File: src/rtl/avg_pkg.sv
// avg_pkg: shared fetch-state encoding, instruction geometry and byte-lane map for the AVG fetch path
package avg_pkg;
  typedef enum logic [1:0] {IDLE, FETCH, DRAIN, VALID} fetch_state_t;
  localparam int INST_BYTES = 4;
  localparam int AVG_RTS_W = 16;
  localparam logic [1:0] LANE_B0 = 2'd2;
  localparam logic [1:0] LANE_B1 = 2'd3;
  localparam logic [1:0] LANE_B2 = 2'd0;
  localparam logic [1:0] LANE_B3 = 2'd1;
  function automatic logic [1:0] byte_lane(input logic [1:0] k);
    return k == 2'd0 ? LANE_B0 : k == 2'd1 ? LANE_B1 : k == 2'd2 ? LANE_B2 : LANE_B3;
  endfunction
endpackage

File: src/rtl/avg_ret_stack.sv
// avg_ret_stack: JSR/RTS return-address stack; AVG_STACK_ERR_EN selects saturate-with-fault, otherwise circular wrap
module avg_ret_stack import avg_pkg::*; #(
  parameter int DEPTH = 4
) (
  input  logic                 clk,
  input  logic                 rst,
  input  logic                 push,
  input  logic                 pop,
  input  logic [AVG_RTS_W-1:0] push_data,
  output logic [AVG_RTS_W-1:0] data,
  output logic                 full,
  output logic                 empty
);
  localparam int SP_W = $clog2(DEPTH);
  logic [AVG_RTS_W-1:0] mem [DEPTH];
  logic [SP_W-1:0] wr_idx;
  logic            do_push;
`ifdef AVG_STACK_ERR_EN
  logic [SP_W:0] cnt;
  assign full = cnt[SP_W];
  assign empty = ~|cnt;
  assign wr_idx = cnt[SP_W-1:0];
  assign do_push = push & ~full;
  assign data = mem[cnt[SP_W-1:0] - 1'b1];
  // occupancy count; pushes when full and pops when empty are refused
  always_ff @(posedge clk) begin
    if (rst) cnt <= '0;
    else if (do_push) cnt <= cnt + 1'b1;
    else if (pop & ~empty) cnt <= cnt - 1'b1;
  end
`else
  logic [SP_W-1:0] sp;
  assign full = 1'b0;
  assign empty = 1'b0;
  assign wr_idx = sp;
  assign do_push = push;
  assign data = mem[sp - 1'b1];
  // circular pointer; overflow overwrites the oldest entry, underflow reads the wrapped one
  always_ff @(posedge clk) begin
    if (rst) sp <= '0;
    else if (push) sp <= sp + 1'b1;
    else if (pop) sp <= sp - 1'b1;
  end
`endif
  // entry storage, written at the current top on an accepted push
  always_ff @(posedge clk) begin
    if (do_push) mem[wr_idx] <= push_data;
  end
endmodule

File: src/rtl/avg_fetch.sv
// avg_fetch: AVG instruction fetch/sequencing (byte fetch, word assembly, PC/JMP/JSR/RTS/HALT); AVG_STACK_ERR_EN enables stack fault detection
module avg_fetch import avg_pkg::*; #(
  parameter int STACK_DEPTH = 4,
  parameter int ADDR_W = 16
) (
  input  logic              clk,
  input  logic              rst,
  input  logic              go,
  output logic [ADDR_W-1:0] mem_addr,
  output logic              mem_rd,
  input  logic [7:0]        mem_data,
  output logic [31:0]       inst,
  output logic              inst_valid,
  input  logic              inst_ready,
  input  logic              jmp,
  input  logic              jsr,
  input  logic              ret,
  input  logic              halt,
  input  logic [15:0]       jump_addr,
  input  logic [2:0]        pc_offset,
  output logic              halted,
  output logic              stack_err
);
  fetch_state_t state, state_n;
  logic [ADDR_W-1:0] pc, pc_n, pc_seq;
  logic [1:0] cnt;
  logic [31:0] inst_q;
  logic hs, do_push, do_pop, full, empty, err_q, capture;
  logic [AVG_RTS_W-1:0] rts_top;
  assign hs = state == VALID && inst_ready;
  assign pc_seq = pc + ADDR_W'(pc_offset);
  assign do_pop = hs & ~halt & ret;
  assign do_push = hs & ~halt & ~ret & jmp & jsr;
  assign mem_rd = state == FETCH;
  assign mem_addr = mem_rd ? pc + ADDR_W'(cnt) : '0;
  assign capture = (state == FETCH && cnt != 2'd0) || state == DRAIN;
  assign inst = inst_q;
  assign inst_valid = state == VALID;
  assign halted = state == IDLE;
  assign stack_err = err_q;
  avg_ret_stack #(.DEPTH(STACK_DEPTH)) u_stack (
    .clk       (clk),
    .rst       (rst),
    .push      (do_push),
    .pop       (do_pop),
    .push_data (AVG_RTS_W'(pc_seq)),
    .data      (rts_top),
    .full      (full),
    .empty     (empty)
  );
  // next state and PC; handshake priority is halt > ret > jmp > sequential
  always_comb begin
    state_n = state;
    pc_n = pc;
    if (state == IDLE && go) begin
      state_n = FETCH;
      pc_n = '0;
    end else if (state == FETCH) state_n = cnt == 2'd3 ? DRAIN : FETCH;
    else if (state == DRAIN) state_n = VALID;
    else if (hs) begin
      state_n = (halt || (ret && empty)) ? IDLE : FETCH;
      pc_n = halt ? pc : ret ? (empty ? pc : ADDR_W'(rts_top)) : jmp ? jump_addr[ADDR_W-1:0] : pc_seq;
    end
  end
  // state, PC, byte counter, assembly register and sticky stack fault
  always_ff @(posedge clk) begin
    if (rst) begin
      state <= IDLE;
      pc <= '0;
      cnt <= '0;
      inst_q <= '0;
      err_q <= 1'b0;
    end else begin
      state <= state_n;
      pc <= pc_n;
      cnt <= state == FETCH ? cnt + 2'd1 : 2'd0;
      if (capture) inst_q[{byte_lane(cnt - 2'd1), 3'b000} +: 8] <= mem_data;
      err_q <= (state == IDLE && go) ? 1'b0 : err_q | (do_push & full) | (do_pop & empty);
    end
  end
endmodule
File: config.mk
export PLATFORM = sky130hd
export DESIGN_NAME = avg_fetch
export DESIGN_NICKNAME = d
export VERILOG_FILES = /design/src/rtl/avg_pkg.sv /design/src/rtl/avg_ret_stack.sv /design/src/rtl/avg_fetch.sv
export SDC_FILE = /design/constraint.sdc
export NUM_CORES = 1
export LEC_CHECK = 0
export BUFFER_PORTS_ARGS = -buffer_cell sky130_fd_sc_hd__buf_4
export CORE_MARGIN = 1
export CORE_UTILIZATION = 57
export CTS_BUF_LIST = sky130_fd_sc_hd__clkbuf_2
export CTS_CLUSTER_SIZE = 25
export DETAILED_ROUTE_END_ITERATION = 12
export PLACE_DENSITY = 0.88
export SETUP_SLACK_MARGIN = 0.15
export SLEW_MARGIN = 10
export SYNTH_ARGS = -nofsm -noshare
export SYNTH_HDL_FRONTEND = slang
export SYNTH_SLANG_ARGS = --single-unit
File: constraint.sdc
create_clock -name clk -period 3.5 [get_ports clk]
set_input_delay 0.35 -clock clk [delete_from_list [all_inputs] [get_ports clk]]
set_output_delay 0.35 -clock clk [all_outputs]
set_load 0.05 [all_outputs]
=== After elaboration in Yosys (flattened, before gate mapping) ===
Memories as Yosys holds them, arrays and structs flattened.
Index checks and enable logic that the tools add are counted.

* Add/sub/neg operators: 7
* Eq/ne operators: 6
* Mux-type cells: 17
* Shift operators: 2
* Reductions and logical operators: 13
* Bitwise operators: 9

{| class="wikitable"
|+ Operators with widths
! cell !! number
|-
| $mux 16 || 3
|-
| $bwmux 32 || 1
|-
| $shift 8x7->32 const A || 1
|-
| $shiftx 8x7->32 || 1
|-
| $add 16x2->16 || 1
|-
| $add 16x3->16 || 1
|-
| $mux 2 || 8
|-
| $eq 2x2->1 const B || 4
|-
| $neg 5->7 || 1
|-
| $and 1x1->1 || 5
|-
| $mux 1 || 5
|-
| $add 2x1->2 const B || 2
|-
| $eq 2x1->1 const B || 2
|-
| $logic_not 2->1 || 2
|-
| $not 1->1 || 4
|-
| $reduce_and 4->1 || 1
|-
| $reduce_bool 2->1 || 2
|-
| $reduce_bool 4->1 || 1
|-
| $reduce_or 2->1 || 2
|-
| $sub 2x1->2 const B || 2
|-
| $logic_and 1x1->1 || 3
|-
| $reduce_bool 3->1 || 1
|-
| $logic_or 1x1->1 || 1
|}

* Memories: 1
* Input port bits: 35
* Bits in writable memories: 64
* Word-level logic and storage cells: 61
* Flip-flop bits (word level): 54
* Output and inout port bits: 52

{| class="wikitable"
|+ Memory list
! memory !! words !! width !! rd ports !! clocked after Yosys merged registers in !! wr ports !! RTL line !! RTL
|-
| u_stack.mem || 4 || 16 || 1 || 0 || 1 || avg_ret_stack.sv:15 || <nowiki>logic [AVG_RTS_W-1:0] mem [DEPTH];</nowiki>
|}

=== Longest topological paths before layout ===
* Word-level depth: 8
* Mapped depth: 10
* Gate-level depth less buffers: 7

=== Cells and area by module ===
Synthesis repeated with hierarchy kept, for this count alone.

* Cell total of the unflattened synthesis: 503
* Area, all modules: 5841.9 um2

{| class="wikitable"
|+ Modules (own cells, without submodules)
! module !! cells an instance !! sequential area each (um2) !! instances !! area an instance (um2)
|-
| avg_fetch || 397 || 1061.0 || 1 || 3298.2
|-
| avg_ret_stack || 106 || 1961.9 || 1 || 2543.7
|}

=== Worst setup path after synthesis ===
Ideal clock, no wire load.

* Path kind: flip-flop to output port
* From: register cnt[0]
* To: output mem_addr[11]
* Stages on the path, launching flop included: 7
* Slack: 0.810 ns
* Path buffers: 1
* Data required time: 3.150 ns
* Data arrival time: 2.340 ns
* Cells stage by stage: dfxtp_1 -> ha_1 -> a21oi_1 -> or3_1 -> buf_2 -> or3_1 -> a21oi_1

* Cells in the longest elaborated chain, start to end: 2

{| class="wikitable"
|+ RTL lines
! what !! RTL line !! RTL
|-
| from (decl) || avg_fetch.sv:26 || <nowiki>logic [1:0] cnt;</nowiki>
|-
| from (signal assigned) || avg_fetch.sv:76 || <nowiki>cnt <= state == FETCH ? cnt + 2'd1 : 2'd0;</nowiki>
|-
| $add 16x2->16 || avg_fetch.sv:35 || <nowiki>assign mem_addr = mem_rd ? pc + ADDR_W'(cnt) : '0;</nowiki>
|-
| $mux 16 || avg_fetch.sv:35 ||
|-
| to (decl) || avg_fetch.sv:9 || <nowiki>output logic [ADDR_W-1:0] mem_addr,</nowiki>
|}

No other way between the ends.

=== Final worst setup path ===
* From: register pc[5]
* To: output mem_addr[13]

* Cells in the longest elaborated chain, start to end: 2

{| class="wikitable"
|+ RTL lines
! what !! RTL line !! RTL
|-
| from (decl) || avg_fetch.sv:25 || <nowiki>logic [ADDR_W-1:0] pc, pc_n, pc_seq;</nowiki>
|-
| from (signal assigned) || avg_fetch.sv:75 || <nowiki>pc <= pc_n;</nowiki>
|-
| $add 16x2->16 || avg_fetch.sv:35 ||
|-
| $mux 16 || avg_fetch.sv:35 ||
|}

No other way between the ends.

==> impl.org <==
** Critical path
- Signal arrival time at the worst endpoint :: 2800 ps
- R2r setup slk :: 1060 ps
- Crit. End Element :: output port
- Critical Path Most Common Cell :: sky130_fd_sc_hd__or3_1
- Buffering stage count on the worst path with inverters included :: 1
- Launching point of the worst reg2reg path :: pc[1]
- Grouping stages by cell kind, the critical path spends the most delay in simple AND/OR/NAND/NOR gates.
- The worst register-to-register path ends at pc[3].
- Longest individual stage delay on the worst path :: 650 ps
- Critical-path cell with the highest stage delay :: sky130_fd_sc_hd__dfxtp_1
- STA classifies the critical path startpoint as a flip-flop.
- Of all nets on the critical path, the largest fanout is 10.
- Worst Setup Path Type :: flip-flop to output port
- Depth of the worst register-to-register path :: 6
- CP required :: 3150 ps
- Worst path cell trace :: nand4_4, or3_1, or3_1, a21oi_1, buf_4

** Die
- The total area inside the core boundary comes to 9370 sq um.
- The die is 101 um wide.
- Initial core utilization :: 59.8%
- Ports placed on the boundary :: 87
- The die covers 10200 sq um.
- Die outline height :: 101 um
- Std-Cell Rows :: 35

** Clock network
- TritonCTS built the clock tree.
- The clock passes through at most 2 buffers.
- The cell sitting at the root of the clock tree is a sky130_fd_sc_hd__clkbuf_2.
- Clock-pin slew was measured on the worst setup and hold paths at 220 ps.
- The later pin in the worst-skew pair is clocked with a latency of 680 ps.
- Once the clock tree was built, the setup fixing pass inserted 0 buffers.
- TritonCTS created 17 clock buffers.
- The H-tree generated during clock tree synthesis spans 4 levels.
- The clock net in this run drives a total of 118 sinks.

** Drt
- Detailed router's first-iteration violation count :: 467
- Detailed-route wire length :: 14900 um
- Number of vias in the routed layout :: 4545
- Detailed Routing Iterations Pass 1 :: 6
- DRC viols :: 0
- The detail route stage leaves a number of antenna-violating nets equal to 0.
- After detailed routing, the average wire length per cell comes to 20.6 um.
- Via count normalized by instance count :: 6.27

** Global routing
- In the global route stage, overall resource usage came out at 30.7%.
- The via count of the first global-routing pass came to 4328.
- Entering global routing, the biggest net connects 40 pins.
- GRT overflow :: 0
- Global-route wire length before repair :: 23200 um
- Antenna violations before repair :: 1

** STA
- For the final database, setup skew stands at 50.7 ps.
- Count of final max-slew check failures :: 0
- The final critical path takes up 89.9% of the cycle.
- The routed design could run at a clock period as short as 3150 ps.
- Worst rel slew slack :: 23.1%
- RSZ-0062 raised after global routing :: false
- Setup TNS after final layout :: 0 ps
- Final count of hold timing violations :: 0
- Tightest Pin Transition :: 1150 ps
- Setup violation total in the final timing report :: 0
- For this run, the top clock speed supported by timing is 0.318 GHz.

** Layout
- After the last flow step, the layout net total stands at 638.
- Layout overhead on the synthesized area :: 19.2%
- In the final layout, the share of cells above drive strength 1 is 24.8%.
- N_diodes :: 0

** Yosys
- In the synthesized netlist the dominant register cell turns out to be sky130_fd_sc_hd__edfxtp_1.
- Share of synthesized registers carrying an async set or reset :: 0%
- Number of standard cells after synthesis :: 492
- The synthesized netlist occupies a cell area of 5600 sq um.
- Part of the Yosys area used for sequential elements :: 53.6%
- Seq cells post-synth :: 118
- Avg Cell Area, Syn :: 11.4 sq um
- Total of warnings raised by yosys :: 0
- Post-synth EDFFs :: 64
- Synthesis instantiated 57 different standard cells from the library.
- Net count of the mapped netlist :: 547

** Pwr
- The share of total power dissipated in combinational logic is 10.6%.
- Switching power :: 0.000753 W
- The design draws 0.00280 W.
- Across the VDD grid, the largest voltage drop is 0.410 mV.
- Net switching is 26.9% of the power.
- Sequential group share of total power :: 52.9%
- P per Cell Area :: 419 nW/um^2
- Internal :: 0.00204 W
- The clock network burns 36.4% of the power.
- Summed over all cells, the static leakage comes to 2.61 nW.

** Worst hold path
- In this run the worst hold path is classified as input pin to flip-flop.
- The worst hold path passes through 2 cells.
- Source of the worst hold timing path :: rst
- Sink of the worst hold path :: inst[17]

** Placement
- Detailed-placement wirelength estimate :: 10300 um
- Routability-driven placement finished with a final weighted congestion of 0.895.
- Number of buffers inserted by port buffering :: 85

** Run
- Max-capacitance violation count :: 0

** Outcome
- Run status :: finished clean
## logic make-up after synthesis
kind of cell    Yosys count  share of synthesized area (%)
simple gates            144                           12.8
flops                   118                           53.6
mux                      30                           8.53
compound gates          118                           13.2
fa+ha+maj                20                           4.73
xor+xnor                 22                           3.44
buf+inv                  39                           3.64
other cells               1                         0.0669
## power groups by stage
| stage | clock, W | combinational [W] | sequential (W) |
|---|---|---|---|
| after global routing | 0.00108 | 0.000317 | 0.00148 |
| after floorplan | 0 | 0.000161 | 0.00153 |
| after CTS | 0.00102 | 0.000290 | 0.00148 |
| after detailed placement | 0 | 0.000278 | 0.00151 |
| after global placement | 0 | 0.000272 | 0.00151 |
| final | 0.00102 | 0.000297 | 0.00148 |
## how the worst max path moves through the flow
stage | from | to | slack (ps) | depth (start not counted)
final | pc[5] | mem_addr[13] | 350 | 5
after floorplan | cnt[0] | mem_addr[11] | 810 | 6
after global placement | cnt[0] | mem_addr[13] | 1140 | 6
after global routing | pc[5] | mem_addr[15] | 210 | 5
after detailed placement | jmp | u_stack.mem[2][9] | 1020 | 5
after CTS | cnt[0] | mem_addr[13] | 300 | 6
## cell usage in the layout, fill, tap and decap left out, types with 3 or more instances in the layout
cell,count
sky130_fd_sc_hd__or3_1,11
sky130_fd_sc_hd__buf_4,89
sky130_fd_sc_hd__a31oi_1,5
sky130_fd_sc_hd__mux2i_1,14
sky130_fd_sc_hd__nor2_1,49
sky130_fd_sc_hd__a22oi_1,17
sky130_fd_sc_hd__nor4_1,4
sky130_fd_sc_hd__nand2b_1,5
sky130_fd_sc_hd__dfxtp_1,53
sky130_fd_sc_hd__o22ai_1,6
sky130_fd_sc_hd__and2_1,9
sky130_fd_sc_hd__o211ai_1,3
sky130_fd_sc_hd__clkinv_4,6
sky130_fd_sc_hd__nand2_1,28
sky130_fd_sc_hd__clkbuf_2,17
sky130_fd_sc_hd__nor3b_1,3
sky130_fd_sc_hd__xor2_1,15
sky130_fd_sc_hd__bufinv_16,4
sky130_fd_sc_hd__a221oi_1,4
sky130_fd_sc_hd__a21oi_1,35
sky130_fd_sc_hd__inv_1,9
sky130_fd_sc_hd__nand3_1,15
sky130_fd_sc_hd__nor3_1,6
sky130_fd_sc_hd__o21ai_0,27
sky130_fd_sc_hd__mux4_2,14
sky130_fd_sc_hd__ha_1,18
sky130_fd_sc_hd__a21o_1,3
sky130_fd_sc_hd__edfxtp_1,64
sky130_fd_sc_hd__dlygate4sd3_1,12
sky130_fd_sc_hd__nand4_1,4
sky130_fd_sc_hd__o21a_1,3
sky130_fd_sc_hd__xnor2_1,7
## sequential cells by signal, summed over array words and instances (netlist names)
name / count
u_stack.mem: 64
cnt: 2
pc: 16
inst: 32
state: 2
u_stack.sp: 2
## metal layers
metal,share of wire [%],up-vias,GRT usage [%],routed length [um]
met1,39,2138,42.0,5790
li1,-,2012,-,-
met5,0,-,0,0
met2,47,332,47.3,7080
met4,3.9,0,13.3,583
met3,9.9,63,7.18,1480
## area by class of cell
| class | instances | area, sq um |
|---|---|---|
| sequential | 118 | 3000 |
| fill | 656 | 2690 |
| multi-input combinational | 335 | 2400 |
| timing repair buffer | 101 | 788 |
| clock inverter | 15 | 205 |
| tap | 129 | 161 |
| clock buffer | 17 | 85.1 |
| inverter | 10 | 37.5 |
## cell usage after synthesis (all sizes together) (12+ instances only)
cell    instances  area [sq um]
nand2          29           111
nand3          15          75.1
mux2i          14           140
xor2           15           131
a21oi          35           175
edfxtp         64          1920
clkbuf         12          45.0
dfxtp          54          1080
buf            17           121
o21ai          30           158
nor2           49           184
mux4           14           315
a22oi          17           128
ha             18           225
## repair_timing
action,CTS,global route
resized for setup,0,1
setup endpoints to repair,0,2
hold buffers,10,2
endpoints found under the hold margin,34,2
## per-stage QoR
stage	std cells	utilization (%)	hold WS [ps]	area (sq um)	setup slack, ps
after global placement	681	66.9	441	6270	1140
final	725	71.3	50.3	6680	353
after detailed placement	681	66.9	451	6270	1020
after global routing	725	71.3	22.2	6680	211
after floorplan	492	-	457	5600	810
after CTS	723	71.0	3.33	6660	297
Power figures use the tool's default switching activity.
